**src/rtl/split_slave_port.sv**
```systemverilog
// split_slave_port: slave-side endpoint of the serial system bus for a
// split-capable slave.
//
// It deserialises an address (and write data) LSB first and runs a
// variable-latency memory access. If the memory stalls for SPLIT_THRESH
// cycles, the port raises ssplit. It drops ssplit when the memory
// completes, and finishes the transaction only after the arbiter's
// split_grant pulse.
//
// Build option: define SPLIT_SLAVE_SPLIT_EN to compile the split logic.
// Without it, ssplit is tied 0, split_grant is ignored, and the memory
// phase waits for mem_ack indefinitely.
//
// Ports:
//   clk, rst          clock, synchronous active-high reset
//   sel, svalid       decoder select, serial data qualifier
//   swdata, smode     serial addr/wdata, write(1)/read(0) on first bit
//   split_grant       arbiter pulse resuming a split transaction
//   sready, ssplit    idle indicator, split in progress
//   srdata, srvalid   serial read data and qualifier
//   mem_req/we/addr/wdata, mem_ack, mem_rdata   memory side
module split_slave_port #(
    parameter int ADDR_WIDTH   = 12,
    parameter int DATA_WIDTH   = 8,
    parameter int SPLIT_THRESH = 4
) (
    input  logic                  clk,
    input  logic                  rst,
    input  logic                  sel,
    input  logic                  svalid,
    input  logic                  swdata,
    input  logic                  smode,
    input  logic                  split_grant,
    output logic                  sready,
    output logic                  ssplit,
    output logic                  srdata,
    output logic                  srvalid,
    output logic                  mem_req,
    output logic                  mem_we,
    output logic [ADDR_WIDTH-1:0] mem_addr,
    output logic [DATA_WIDTH-1:0] mem_wdata,
    input  logic                  mem_ack,
    input  logic [DATA_WIDTH-1:0] mem_rdata
);

    localparam int MAXW = (ADDR_WIDTH > DATA_WIDTH) ? ADDR_WIDTH : DATA_WIDTH;
    localparam int BW   = $clog2(MAXW + 1);

    typedef enum logic [2:0] {
        S_IDLE   = 3'd0,
        S_ADDR   = 3'd1,
        S_WDATA  = 3'd2,
        S_MEM    = 3'd3,
        S_RDATA  = 3'd6
`ifdef SPLIT_SLAVE_SPLIT_EN
        ,
        S_SPLIT  = 3'd4,
        S_RESUME = 3'd5
`endif
    } state_t;

    state_t                r_state;
    state_t                w_next;
    logic [BW-1:0]         r_bit;
    logic                  r_mode;
    logic [ADDR_WIDTH-1:0] r_addr;
    logic [DATA_WIDTH-1:0] r_wdata;
    logic [DATA_WIDTH-1:0] r_rsh;
    logic                  r_sready;
    logic                  r_srdata;
    logic                  r_srvalid;
    logic                  r_mem_req;
    logic                  r_mem_we;
    logic                  w_take;
    logic                  w_addr_last;
    logic                  w_data_last;
    logic                  w_rd_done;
    logic                  w_req_nxt;

    assign w_take      = sel && svalid;
    assign w_addr_last = (r_bit == BW'(ADDR_WIDTH - 1));
    assign w_data_last = (r_bit == BW'(DATA_WIDTH - 1));
    assign w_rd_done   = (r_bit == BW'(DATA_WIDTH));

`ifdef SPLIT_SLAVE_SPLIT_EN
    localparam int WW = $clog2(SPLIT_THRESH + 1);

    logic [WW-1:0] r_wait;
    logic          r_ssplit;
    logic          w_wait_hit;

    // The current cycle is the SPLIT_THRESH-th cycle without an ack.
    assign w_wait_hit = (r_wait == WW'(SPLIT_THRESH - 1));
    assign ssplit     = r_ssplit;
    assign w_req_nxt  = (w_next == S_MEM) || (w_next == S_SPLIT);
`else
    logic w_unused;

    assign w_unused  = split_grant;
    assign ssplit    = 1'b0;
    assign w_req_nxt = (w_next == S_MEM);
`endif

    assign sready    = r_sready;
    assign srdata    = r_srdata;
    assign srvalid   = r_srvalid;
    assign mem_req   = r_mem_req;
    assign mem_we    = r_mem_we;
    assign mem_addr  = r_addr;
    assign mem_wdata = r_wdata;

    always_ff @(posedge clk) begin
        if (rst) begin
            r_state <= S_IDLE;
        end else begin
            r_state <= w_next;
        end
    end

    always_comb begin
        w_next = r_state;
        case (r_state)
            S_IDLE: begin
                if (w_take) begin
                    w_next = S_ADDR;
                end
            end
            S_ADDR: begin
                if (!sel) begin
                    w_next = S_IDLE;
                end else if (svalid && w_addr_last) begin
                    w_next = r_mode ? S_WDATA : S_MEM;
                end
            end
            S_WDATA: begin
                if (!sel) begin
                    w_next = S_IDLE;
                end else if (svalid && w_data_last) begin
                    w_next = S_MEM;
                end
            end
            S_MEM: begin
                // An ack in the threshold cycle wins over the split.
                if (mem_ack) begin
                    w_next = r_mode ? S_IDLE : S_RDATA;
                end
`ifdef SPLIT_SLAVE_SPLIT_EN
                else if (w_wait_hit) begin
                    w_next = S_SPLIT;
                end
`endif
            end
`ifdef SPLIT_SLAVE_SPLIT_EN
            S_SPLIT: begin
                if (mem_ack) begin
                    w_next = S_RESUME;
                end
            end
            S_RESUME: begin
                if (split_grant) begin
                    w_next = r_mode ? S_IDLE : S_RDATA;
                end
            end
`endif
            S_RDATA: begin
                if (w_rd_done) begin
                    w_next = S_IDLE;
                end
            end
            default: begin
                w_next = S_IDLE;
            end
        endcase
    end

    // Output flags are registered from the next state, so each one
    // changes in the cycle after the event that causes it.
    always_ff @(posedge clk) begin
        if (rst) begin
            r_bit     <= '0;
            r_mode    <= 1'b0;
            r_addr    <= '0;
            r_wdata   <= '0;
            r_rsh     <= '0;
            r_sready  <= 1'b1;
            r_srdata  <= 1'b0;
            r_srvalid <= 1'b0;
            r_mem_req <= 1'b0;
            r_mem_we  <= 1'b0;
        end else begin
            r_sready  <= (w_next == S_IDLE);
            r_srvalid <= (w_next == S_RDATA);
            r_mem_req <= w_req_nxt;
            r_mem_we  <= w_req_nxt && r_mode;
            case (r_state)
                S_IDLE: begin
                    if (w_take) begin
                        r_mode <= smode;
                        r_addr <= {swdata, r_addr[ADDR_WIDTH-1:1]};
                        r_bit  <= BW'(1);
                    end
                end
                S_ADDR: begin
                    if (w_take) begin
                        r_addr <= {swdata, r_addr[ADDR_WIDTH-1:1]};
                        r_bit  <= w_addr_last ? '0 : r_bit + BW'(1);
                    end
                end
                S_WDATA: begin
                    if (w_take) begin
                        r_wdata <= {swdata, r_wdata[DATA_WIDTH-1:1]};
                        r_bit   <= r_bit + BW'(1);
                    end
                end
                S_MEM: begin
                    if (mem_ack && !r_mode) begin
                        r_srdata <= mem_rdata[0];
                        r_rsh    <= mem_rdata >> 1;
                        r_bit    <= BW'(1);
                    end
                end
`ifdef SPLIT_SLAVE_SPLIT_EN
                S_SPLIT: begin
                    if (mem_ack) begin
                        r_rsh <= mem_rdata;
                    end
                end
                S_RESUME: begin
                    if (split_grant && !r_mode) begin
                        r_srdata <= r_rsh[0];
                        r_rsh    <= r_rsh >> 1;
                        r_bit    <= BW'(1);
                    end
                end
`endif
                S_RDATA: begin
                    // r_bit counts bits already on srdata.
                    if (w_rd_done) begin
                        r_srdata <= 1'b0;
                    end else begin
                        r_srdata <= r_rsh[0];
                        r_rsh    <= r_rsh >> 1;
                        r_bit    <= r_bit + BW'(1);
                    end
                end
                default: begin
                end
            endcase
        end
    end

`ifdef SPLIT_SLAVE_SPLIT_EN
    always_ff @(posedge clk) begin
        if (rst) begin
            r_wait   <= '0;
            r_ssplit <= 1'b0;
        end else begin
            r_ssplit <= (w_next == S_SPLIT);
            if (r_state == S_MEM && !mem_ack) begin
                r_wait <= r_wait + WW'(1);
            end else begin
                r_wait <= '0;
            end
        end
    end
`endif

endmodule

```
**config.mk**
```make
export PLATFORM = sky130hd
export DESIGN_NAME = split_slave_port
export DESIGN_NICKNAME = d
export VERILOG_FILES = /design/src/rtl/split_slave_port.sv
export SDC_FILE = /design/constraint.sdc
export NUM_CORES = 1
export LEC_CHECK = 0
export ABC_AREA = 1
export BUFFER_PORTS_ARGS = -buffer_cell sky130_fd_sc_hd__buf_2
export CORE_AREA = 2 2 63 65
export CTS_CLUSTER_DIAMETER = 120
export DETAILED_ROUTE_END_ITERATION = 8
export DIE_AREA = 0 0 65 67
export GPL_TIMING_DRIVEN = 0
export MAX_ROUTING_LAYER = met4
export PLACE_DENSITY = 0.82
export REMOVE_ABC_BUFFERS = 1
export SYNTH_ARGS = -nofsm -noshare
export SYNTH_HDL_FRONTEND = slang
export SYNTH_SLANG_ARGS = --single-unit
```
**constraint.sdc**
```tcl
create_clock -name clk -period 1.9 [get_ports clk]
set_clock_uncertainty 0.05 [all_clocks]
set_input_delay 0.285 -clock clk [delete_from_list [all_inputs] [get_ports clk]]
set_output_delay 0.285 -clock clk [all_outputs]
set_load 0.01 [all_outputs]
```
==> results_dict.tcl, run 1 <==
set metrics [dict create \
    drt_iter0_drc 111 \
    die_y_um 67 \
    syn_area_um2 1850 \
    ios 42 \
    r2r-end "mem_addr[3]" \
    clock.fmax_mhz 576 \
    grt-ovfl-total 0 \
    cts_resized 0 \
    hold_depth 3 \
    layout_common_cells "nor2_1, nand2_1, dfxtp_1, buf_2, o21ai_0" \
    cp_data_required_time_ns 2.05 \
    cts.clk_slew.worst_paths_ns 0.07 \
    synth-edff-count 0 \
    wl_per_cell_um 10.8 \
    finalHoldViolCount 0 \
    cp_max_fo 13 \
    whs_endpoint "mem_addr[11]" \
    vias_per_cell 4.94 \
    end_kind "flip-flop" \
    fillCellCount 340 \
    cts_made_buffers 5 \
    ys_async_sr_fraction_pct 0 \
    ir_drop_mv 0.624 \
    htree_num_levels 2 \
    status "complete, no violations" \
    r2r_start "r_state[1]" \
    grt_max_degree 33 \
    switching_share_pct 21.5 \
    postSynthCellCount 258 \
    worstHoldPathType "input pin to flip-flop" \
    n_antenna_cell 0 \
    die_w_um 65 \
    antenna_found_initial 0 \
    fin_nets 314 \
    synth_cell_types 29 \
    rsz0062_at_grt "false" \
    reg2reg_depth 6 \
    tightest_slew_ns 0.758 \
    vias 1698 \
    grt_pass1_wl_um 6540 \
    setup_ws_ns 0.164 \
    final_common_cell "nor2_1" \
    cts_tree "yes" \
    synth_seq_cells 40 \
    io_buffers 39 \
    seq_area_frac_synth_pct 43.2 \
    drive_above_1_share_pct 23.0 \
    firstDrtPassIters 4 \
    clock_latency_ns 0.30 \
    p_clk_share_pct 44.2 \
    grt_use_total_pct 20.0 \
    place_ws_ns 0.213 \
    drc 0 \
    rows 22 \
    crit_path_start_kind "flip-flop" \
    cts-root-buf "clkbuf_8" \
    clock-sinks 40 \
    arrival_ns 1.88 \
    coreArea_um2 3610 \
    hold_ws_ns 0.191 \
    max-cap-violations 0 \
    final_core_util_pct 60.3 \
    cts_setup_buffers 0 \
    dp_hpwl_um 2620 \
    power_density_nw_per_um2 838 \
    clockBufferDepth 2 \
    syn_to_final_growth_pct 17.3 \
    layout_min_cycle_time_ns 1.74 \
    seqPwrFrac_pct 48.4 \
    initial_core_util_pct 51.4 \
    ys.flop_type "dfxtp_1" \
    wirelength_um 3710 \
    setup_tns_ns 0 \
    finalSetupViolCount 0 \
    relSlewSlack_pct 49.4 \
    drv_slew 0 \
    cts.hold.buffers_added 0 \
    grt_pass1_vias 1545 \
    critPathKind "flip-flop to flip-flop" \
    fin_crit_sh_pct 91.3 \
    netSwitchingPower_uw 391 \
    avgSynthCellArea_um2 7.19 \
    rrSetupSlack_ns 0.16 \
    p_comb_share_pct 7.4 \
    hp-start "swdata" \
    die_area_um2 4360 \
    p_leak_uw 0.00114 \
    internal-power_uw 1430 \
    synth_warnings 0 \
    gp_congestion 0.881 \
    antenna_left 0 \
]
-- worst max path at each step --
stage | depth (start not counted) | to | start
after floorplan | 6 | mem_addr[0] | r_state[1]
after global placement | 6 | mem_addr[3] | r_state[1]
after detailed placement | 6 | mem_addr[2] | r_state[1]
after CTS | 6 | mem_addr[2] | r_state[1]
after global routing | 6 | mem_addr[6] | r_state[1]
final | 6 | mem_addr[3] | r_state[1]
-- worst max-delay path: stages (launching register included) --
cell and delay [ns]:
dfxtp_1 0.43, inv_1 0.15, nand3_2 0.10, a21oi_2 0.46, inv_2 0.23, nor2_1 0.15, nor2_1 0.06
-- kinds of logic (layout without fill, tap and decap cells) --
logic type,count (synthesis),count (layout),synth area share (%)
buffers and inverters,28,66,7.49
DFF,40,40,43.2
and+or+nand+nor,141,141,34.4
xor gates and xnor gates,1,1,0.472
other,1,1,0.202
AOI/OAI and AO/OA,45,45,12.9
adders and majority gates,2,2,1.35
-- Yosys cell counts, types with 2 or more instances --
cell,n,area (um^2)
nand2_1,50,188
clkbuf_1,2,7.51
nor2_2,4,25.0
inv_1,14,52.6
o21ai_1,2,10.0
a21oi_1,8,40.0
o21ai_0,30,150
inv_2,6,22.5
nand4_1,4,25.0
buf_6,4,45.0
dfxtp_1,40,801
nand2_2,3,18.8
ha_1,2,25.0
nor2_4,3,33.8
nand3_1,11,55.1
nor2_1,62,233
-- layout make-up --
class	instances	area, um^2	share of cell area, %
clock buffer	5	68.8	3.16
clock inverter	2	60.1	2.76
inverter	20	75.1	3.45
multi-input combinational	190	915	42.1
sequential	40	801	36.8
tap	48	60.1	2.76
timing repair buffer	39	195	8.98
-- flip-flops by register name (all words and copies together), names as in the netlist --
register and count:
sready 1, r_state 3, mem_addr 12, r_rsh 7, mem_wdata 8, mem_we 1, srvalid 1, r_bit 4
srdata 1, mem_req 1, r_mode 1
-- per-stage QoR --
step	power [uW]	std cells	area [um^2]
4_1_cts	1840	344	2170
6_report	1820	344	2170
3_3_place_gp	1030	337	2050
2_1_floorplan	980	250	1790
5_1_grt	1890	344	2170
3_5_place_dp	1040	337	2050
-- power groups by stage --
| stage | Clock (uW) | Combinational [uW] | Sequential [uW] |
|---|---|---|---|
| 2_1_floorplan | 0 | 73.6 | 906 |
| 3_3_place_gp | 0 | 132 | 899 |
| 3_5_place_dp | 0 | 135 | 900 |
| 4_1_cts | 819 | 136 | 881 |
| 5_1_grt | 853 | 154 | 884 |
| 6_report | 805 | 136 | 881 |
-- routing by layer --
metal	GRT usage, %	vias up	wire length, um
li1	-	898	-
met1	23.6	756	1790
met3	5.41	9	177
met4	9.84	0	88
met2	31.6	35	1660
met5	-	-	0
(Power assumes the default switching activity.)
==> run 2, diff against run 1 <==
- REMOVE_ABC_BUFFERS: 1 -> unset
==> run 2 against run 1 <==
Sequential share of layout area fell by 0.46 points. Highest routed layer unchanged. Non-clock buffer count is 8 higher. Via count is 3.8% higher. Total power shrank 12%. Global-route usage grew 1.3 points. Worst setup slack better by 0.10 ns. Maximum frequency rose by 6.3%. Sequential cell count unchanged. Combinational power increased by 7%. Sequential power hardly changed.
==> results_dict.tcl, run 2 (synthesis gave the netlist of run 1 again) <==
set metrics [dict create \
    status "complete, no violations" \
    grt-ovfl-total 0 \
    wirelength_um 3990 \
    cts-root-buf "clkbuf_8" \
    stdcell_area_um2 2200 \
    largest_reg_flops 12 \
    drv_slew 0 \
    grt_pass1_vias 1631 \
    cts_resized 0 \
    cts_made_buffers 5 \
    fin_crit_sh_pct 85.9 \
    critPathKind "flip-flop to flip-flop" \
    ios 42 \
    p_comb_share_pct 9.1 \
    cts_setup_buffers 0 \
    rows 22 \
    wl_per_cell_um 11.3 \
    n_antenna_cell 0 \
    netSwitchingPower_uw 391 \
    placed_cell_area_um2 2110 \
    hold_depth 3 \
    drc 0 \
    cts_tree "yes" \
    vias 1763 \
    final_cells 353 \
    die_y_um 67 \
    crit_path_start_kind "flip-flop" \
    power_density_nw_per_um2 727 \
    r2r_start "r_bit[0]" \
    hp-start "swdata" \
    gp_congestion 0.945 \
    clock-sinks 40 \
    clock.fmax_mhz 613 \
    firstDrtPassIters 4 \
    max-cap-violations 0 \
    ir_drop_mv 0.617 \
    dp_hpwl_um 2940 \
    crit_start "r_bit[0]" \
    regArea_um2 801 \
    end_kind "flip-flop" \
    cp_data_required_time_ns 2.04 \
    fillCellCount 337 \
    arrival_ns 1.77 \
    multiInputGateArea_um2 915 \
    drive_above_1_share_pct 24.3 \
    p_leak_uw 0.00116 \
    final_common_cell "nor2_1" \
    drt_iter0_drc 78 \
    io_buffers 39 \
    htree_num_levels 2 \
    grt_max_degree 13 \
    switching_share_pct 24.4 \
    cp_max_fo 9 \
    worstHoldPathType "input pin to flip-flop" \
    grt_pass1_wl_um 6990 \
    internal-power_uw 1210 \
    synth.net_count 276 \
    cts.hold.buffers_added 0 \
    dp_cells 345 \
    clockBufferDepth 2 \
    die_w_um 65 \
    antenna_found_initial 0 \
    die_area_um2 4360 \
    antenna_left 0 \
    rsz0062_at_grt "false" \
    finalSetupViolCount 0 \
    grt_use_total_pct 21.3 \
    syn_to_final_growth_pct 18.8 \
    initial_core_util_pct 51.4 \
    reg2reg_depth 8 \
    layout_min_cycle_time_ns 1.63 \
    setup_tns_ns 0 \
    layout_common_cells "nor2_1, nand2_1, dfxtp_1, buf_2, o21ai_0" \
    cts.clk_slew.worst_paths_ns 0.07 \
    finalHoldViolCount 0 \
    clock_latency_ns 0.29 \
    vias_per_cell 4.99 \
    seqPwrFrac_pct 55.1 \
    p_clk_share_pct 35.8 \
    fin_nets 322 \
    coreArea_um2 3610 \
]
[run 2: worst paths after layout]
check	endpoint	slack [ns]
min reg2reg	r_rsh[6]	0.44
min	mem_addr[11]	0.21
max reg2reg	r_rsh[4]	0.27
max	r_rsh[4]	0.27
[run 2: critical path: stages (launching register included)]
cell	delay, ns
dfxtp_1	0.40
inv_1	0.09
ha_1	0.19
inv_1	0.08
nor2_4	0.06
o21ai_2	0.30
inv_2	0.17
nor2_1	0.13
nor2_1	0.05
[run 2: per-stage QoR]
stage	hold WS (ns)	setup WS, ns	utilization, %	total power (uW)
final	0.212	0.267	61.1	1600
after global routing	0.215	0.105	61.1	1670
after CTS	0.210	0.295	61.1	1610
after detailed placement	0.423	0.311	58.5	1050
after global placement	0.403	0.331	58.5	1040
after floorplan	0.304	0.532	-	989
[run 2: metal layers]
| metal | track usage (%) | share of wire (%) | vias up |
|---|---|---|---|
| li1 | - | - | 911 |
| met1 | 24.3 | 45 | 790 |
| met2 | 36.2 | 48 | 55 |
| met3 | 5.07 | 5.1 | 7 |
| met4 | 8.51 | 1.5 | 0 |
| met5 | - | 0 | - |
[run 2: final cells by class]
| type | count | share of cell area (%) |
|---|---|---|
| timing repair buffer | 39 | 8.86 |
| sequential | 40 | 36.4 |
| tap | 48 | 2.73 |
| inverter | 20 | 3.41 |
| clock inverter | 2 | 0.455 |
| clock buffer | 6 | 3.75 |
| buffer | 8 | 2.90 |
| multi-input combinational | 190 | 41.5 |
[run 2: power groups by stage]
| stage | clock [uW] | combinational, uW | sequential [uW] |
|---|---|---|---|
| floorplan | 0 | 82.8 | 906 |
| global placement | 0 | 143 | 899 |
| detailed placement | 0 | 146 | 900 |
| CTS | 581 | 146 | 882 |
| global route | 626 | 165 | 884 |
| finish | 573 | 146 | 882 |
==> run 3, diff against run 2 <==
- ABC_AREA: 1 -> unset
- CORE_AREA: 2 2 63 65 -> 2 2 62 64
- DIE_AREA: 0 0 65 67 -> 0 0 64 66
- PLACE_DENSITY: 0.82 -> 0.83
==> run 3 against run 2 <==
Core utilization is 0.18 points lower. Sequential cell count stayed put. Clock power is 23% lower. Worst hold slack worse by 0.11 ns. Synthesized area is 0.54% lower. Final cell count is 17% lower. Maximum frequency is 4.1% lower. First-iteration DRC count is 14% higher. Register-to-register slack worse by 0.07 ns. Combinational power is 24% lower. Critical path depth is 3 lower. Synthesized cell count is 24% lower.
==> results_dict.tcl, run 3 <==
set metrics [dict create \
    status "complete, no violations" \
    layout_min_cycle_time_ns 1.70 \
    wl_per_cell_um 12.8 \
    rsz0062_at_grt "false" \
    coreArea_um2 3550 \
    crit_path_start_kind "flip-flop" \
    synth.area.top_cells "dfxtp_1, mux2i_1, nand2_1" \
    syn_area_um2 1840 \
    critical-path-max-stage-delay_ns 0.50 \
    synth_cell_types 48 \
    path_cells "and4bb_1, and2_4, buf_6, o311ai_1, o21ai_1" \
    regArea_um2 801 \
    cts.hold.buffers_added 0 \
    htree_num_levels 2 \
    n_antenna_cell 0 \
    largest_reg_flops 12 \
    drt-met1-wl_um 1700 \
    dp_hpwl_um 2700 \
    cts.clk_slew.worst_paths_ns 0.13 \
    clockBufferDepth 2 \
    hold_depth 3 \
    cp_max_fo 10 \
    syn_to_final_growth_pct 17.2 \
    initial_core_util_pct 51.9 \
    dp_cells 284 \
    seq_area_frac_synth_pct 43.4 \
    cts-root-buf "clkbuf_4" \
    antenna_left 0 \
    cts_made_buffers 5 \
    clock_latency_ns 0.36 \
    reg2reg_depth 5 \
    grt_pass1_wl_um 6400 \
    die_y_um 66 \
    dr_wl_met2_um 1780 \
    hp-start "smode" \
    multiInputGateArea_um2 966 \
    vias 1555 \
    layout_common_cells "buf_2, dfxtp_1, nand2_1, a21oi_1, mux2i_1" \
    rrSetupSlack_ns 0.20 \
    synth_top_area_cell "dfxtp_1" \
    r2r-end "r_bit[3]" \
    fillCellCount 324 \
    synth.most_common_cell "dfxtp_1" \
    cp_data_required_time_ns 2.09 \
    clock.fmax_mhz 588 \
    ir_drop_mv 0.516 \
    die_w_um 64 \
    top_layer_used "met4" \
    ys.flop_type "dfxtp_1" \
    ios 42 \
    drc 0 \
    vias_per_cell 5.33 \
    r2r_start "r_state[2]" \
    cts_tree "yes" \
    firstDrtPassIters 4 \
    synthTopCellsByCount "dfxtp_1, nand2_1, a21oi_1" \
    drive_above_1_share_pct 29.5 \
    power_density_nw_per_um2 648 \
    io_buffers 39 \
    tightest_slew_ns 0.587 \
    grt-ovfl-total 0 \
    finalSetupViolCount 0 \
    avgSynthCellArea_um2 9.36 \
    fin_nets 261 \
    die_area_um2 4220 \
    synth.net_count 215 \
    arrival_ns 1.89 \
    setup_ws_ns 0.198 \
    relSlewSlack_pct 60.9 \
    grt_max_degree 14 \
    ys_async_sr_fraction_pct 0 \
    final_common_cell "buf_2" \
    synth_warnings 0 \
    place_ws_ns 0.154 \
    grt_use_total_pct 19.8 \
    yosysTopAreaCellShare_pct 43.4 \
    setup_tns_ns 0 \
    wl_met3_um 186 \
    worstHoldPathType "input pin to flip-flop" \
    gp_congestion 0.948 \
    max-cap-violations 0 \
    antenna_found_initial 0 \
    p_leak_uw 0.000896 \
    finalHoldViolCount 0 \
    clock-sinks 40 \
    fin_crit_sh_pct 89.6 \
    synth_seq_cells 40 \
    wirelength_um 3730 \
    drv_slew 0 \
    final_core_util_pct 60.9 \
    postSynthCellCount 197 \
    critPathKind "flip-flop to flip-flop" \
    synth-edff-count 0 \
    grt_pass1_vias 1431 \
    rows 22 \
    crit_slowest_cell "dfxtp_1" \
    whs_endpoint "r_mode" \
    drt_iter0_drc 89 \
    final_cells 292 \
    end_kind "flip-flop" \
]
[run 3: changes by cell type after synthesis, moves of 8 or more]
cell,previous run,this run
nand2_1,50,28
a21oi_1,8,20
mux2i_1,0,14
nor2_1,62,13
o21ai_0,30,4
nor3_1,0,9
nand3_1,11,3
inv_1,14,3
[run 3: layer usage]
layer,up-vias,track usage [%]
met5,-,-
met2,41,32.8
met3,7,3.75
li1,793,-
met1,714,23.8
met4,0,8.15
[run 3: metrics by stage]
step / total power (uW) / area (um^2) / hold WS [ns]
after floorplan: 941 / 1840 / 0.371
after global placement: 980 / 2100 / 0.392
after detailed placement: 981 / 2100 / 0.404
after CTS: 1410 / 2160 / 0.0996
after global routing: 1460 / 2160 / 0.115
final: 1400 / 2160 / 0.101
[run 3: worst max path at each step]
stage                     from       end  slack, ns  cells after the start
floorplan             r_bit[0]  r_rsh[2]       0.36                      7
global route        r_state[0]  r_bit[3]       0.05                      6
detailed placement    r_bit[0]  r_rsh[2]       0.15                      7
global placement      r_bit[0]  r_rsh[0]       0.17                      7
finish              r_state[2]  r_bit[3]       0.20                      5
CTS                   r_bit[0]  r_rsh[2]       0.12                      7
[run 3: worst max-delay path: cells and delay by family (launching register included)]
kind	cells	cell delay [ns]
simple gates	2	0.53
buf+inv	1	0.13
flops	1	0.50
compound gates	2	0.37
[run 3: logic make-up (layout without fill, tap and decap cells)]
logic type	Yosys count	in the layout	share of synthesized area, %
AOI/OAI and AO/OA	45	45	18.4
buffers and inverters	15	62	4.48
DFF	40	40	43.4
other	1	1	0.203
adders and majority gates	2	2	1.36
and+or+nand+nor	80	80	24.6
muxes	14	14	7.60
[run 3: repair_timing]
| action | 4_1_cts | 5_1_grt |
|---|---|---|
| resized for setup | 0 | 1 |
| buffers inserted | 0 | 0 |
| endpoints found under the setup margin | 0 | 7 |
| endpoints found under the hold margin | 0 | 0 |
[run 3: area by class of cell]
type,instances,area share (%)
inverter,3,0.521
buffer,12,3.30
multi-input combinational,142,44.7
sequential,40,37.0
timing repair buffer,39,9.03
tap,48,2.78
clock inverter,2,0.752
clock buffer,6,1.91
[run 3: report_power, final]
group	leakage, uW	switching (uW)	internal, uW	total (uW)
sequential	0.000323	4.99	846	851
combinational	0.000545	68.7	42.6	111
clock	0.0000284	292	147	440
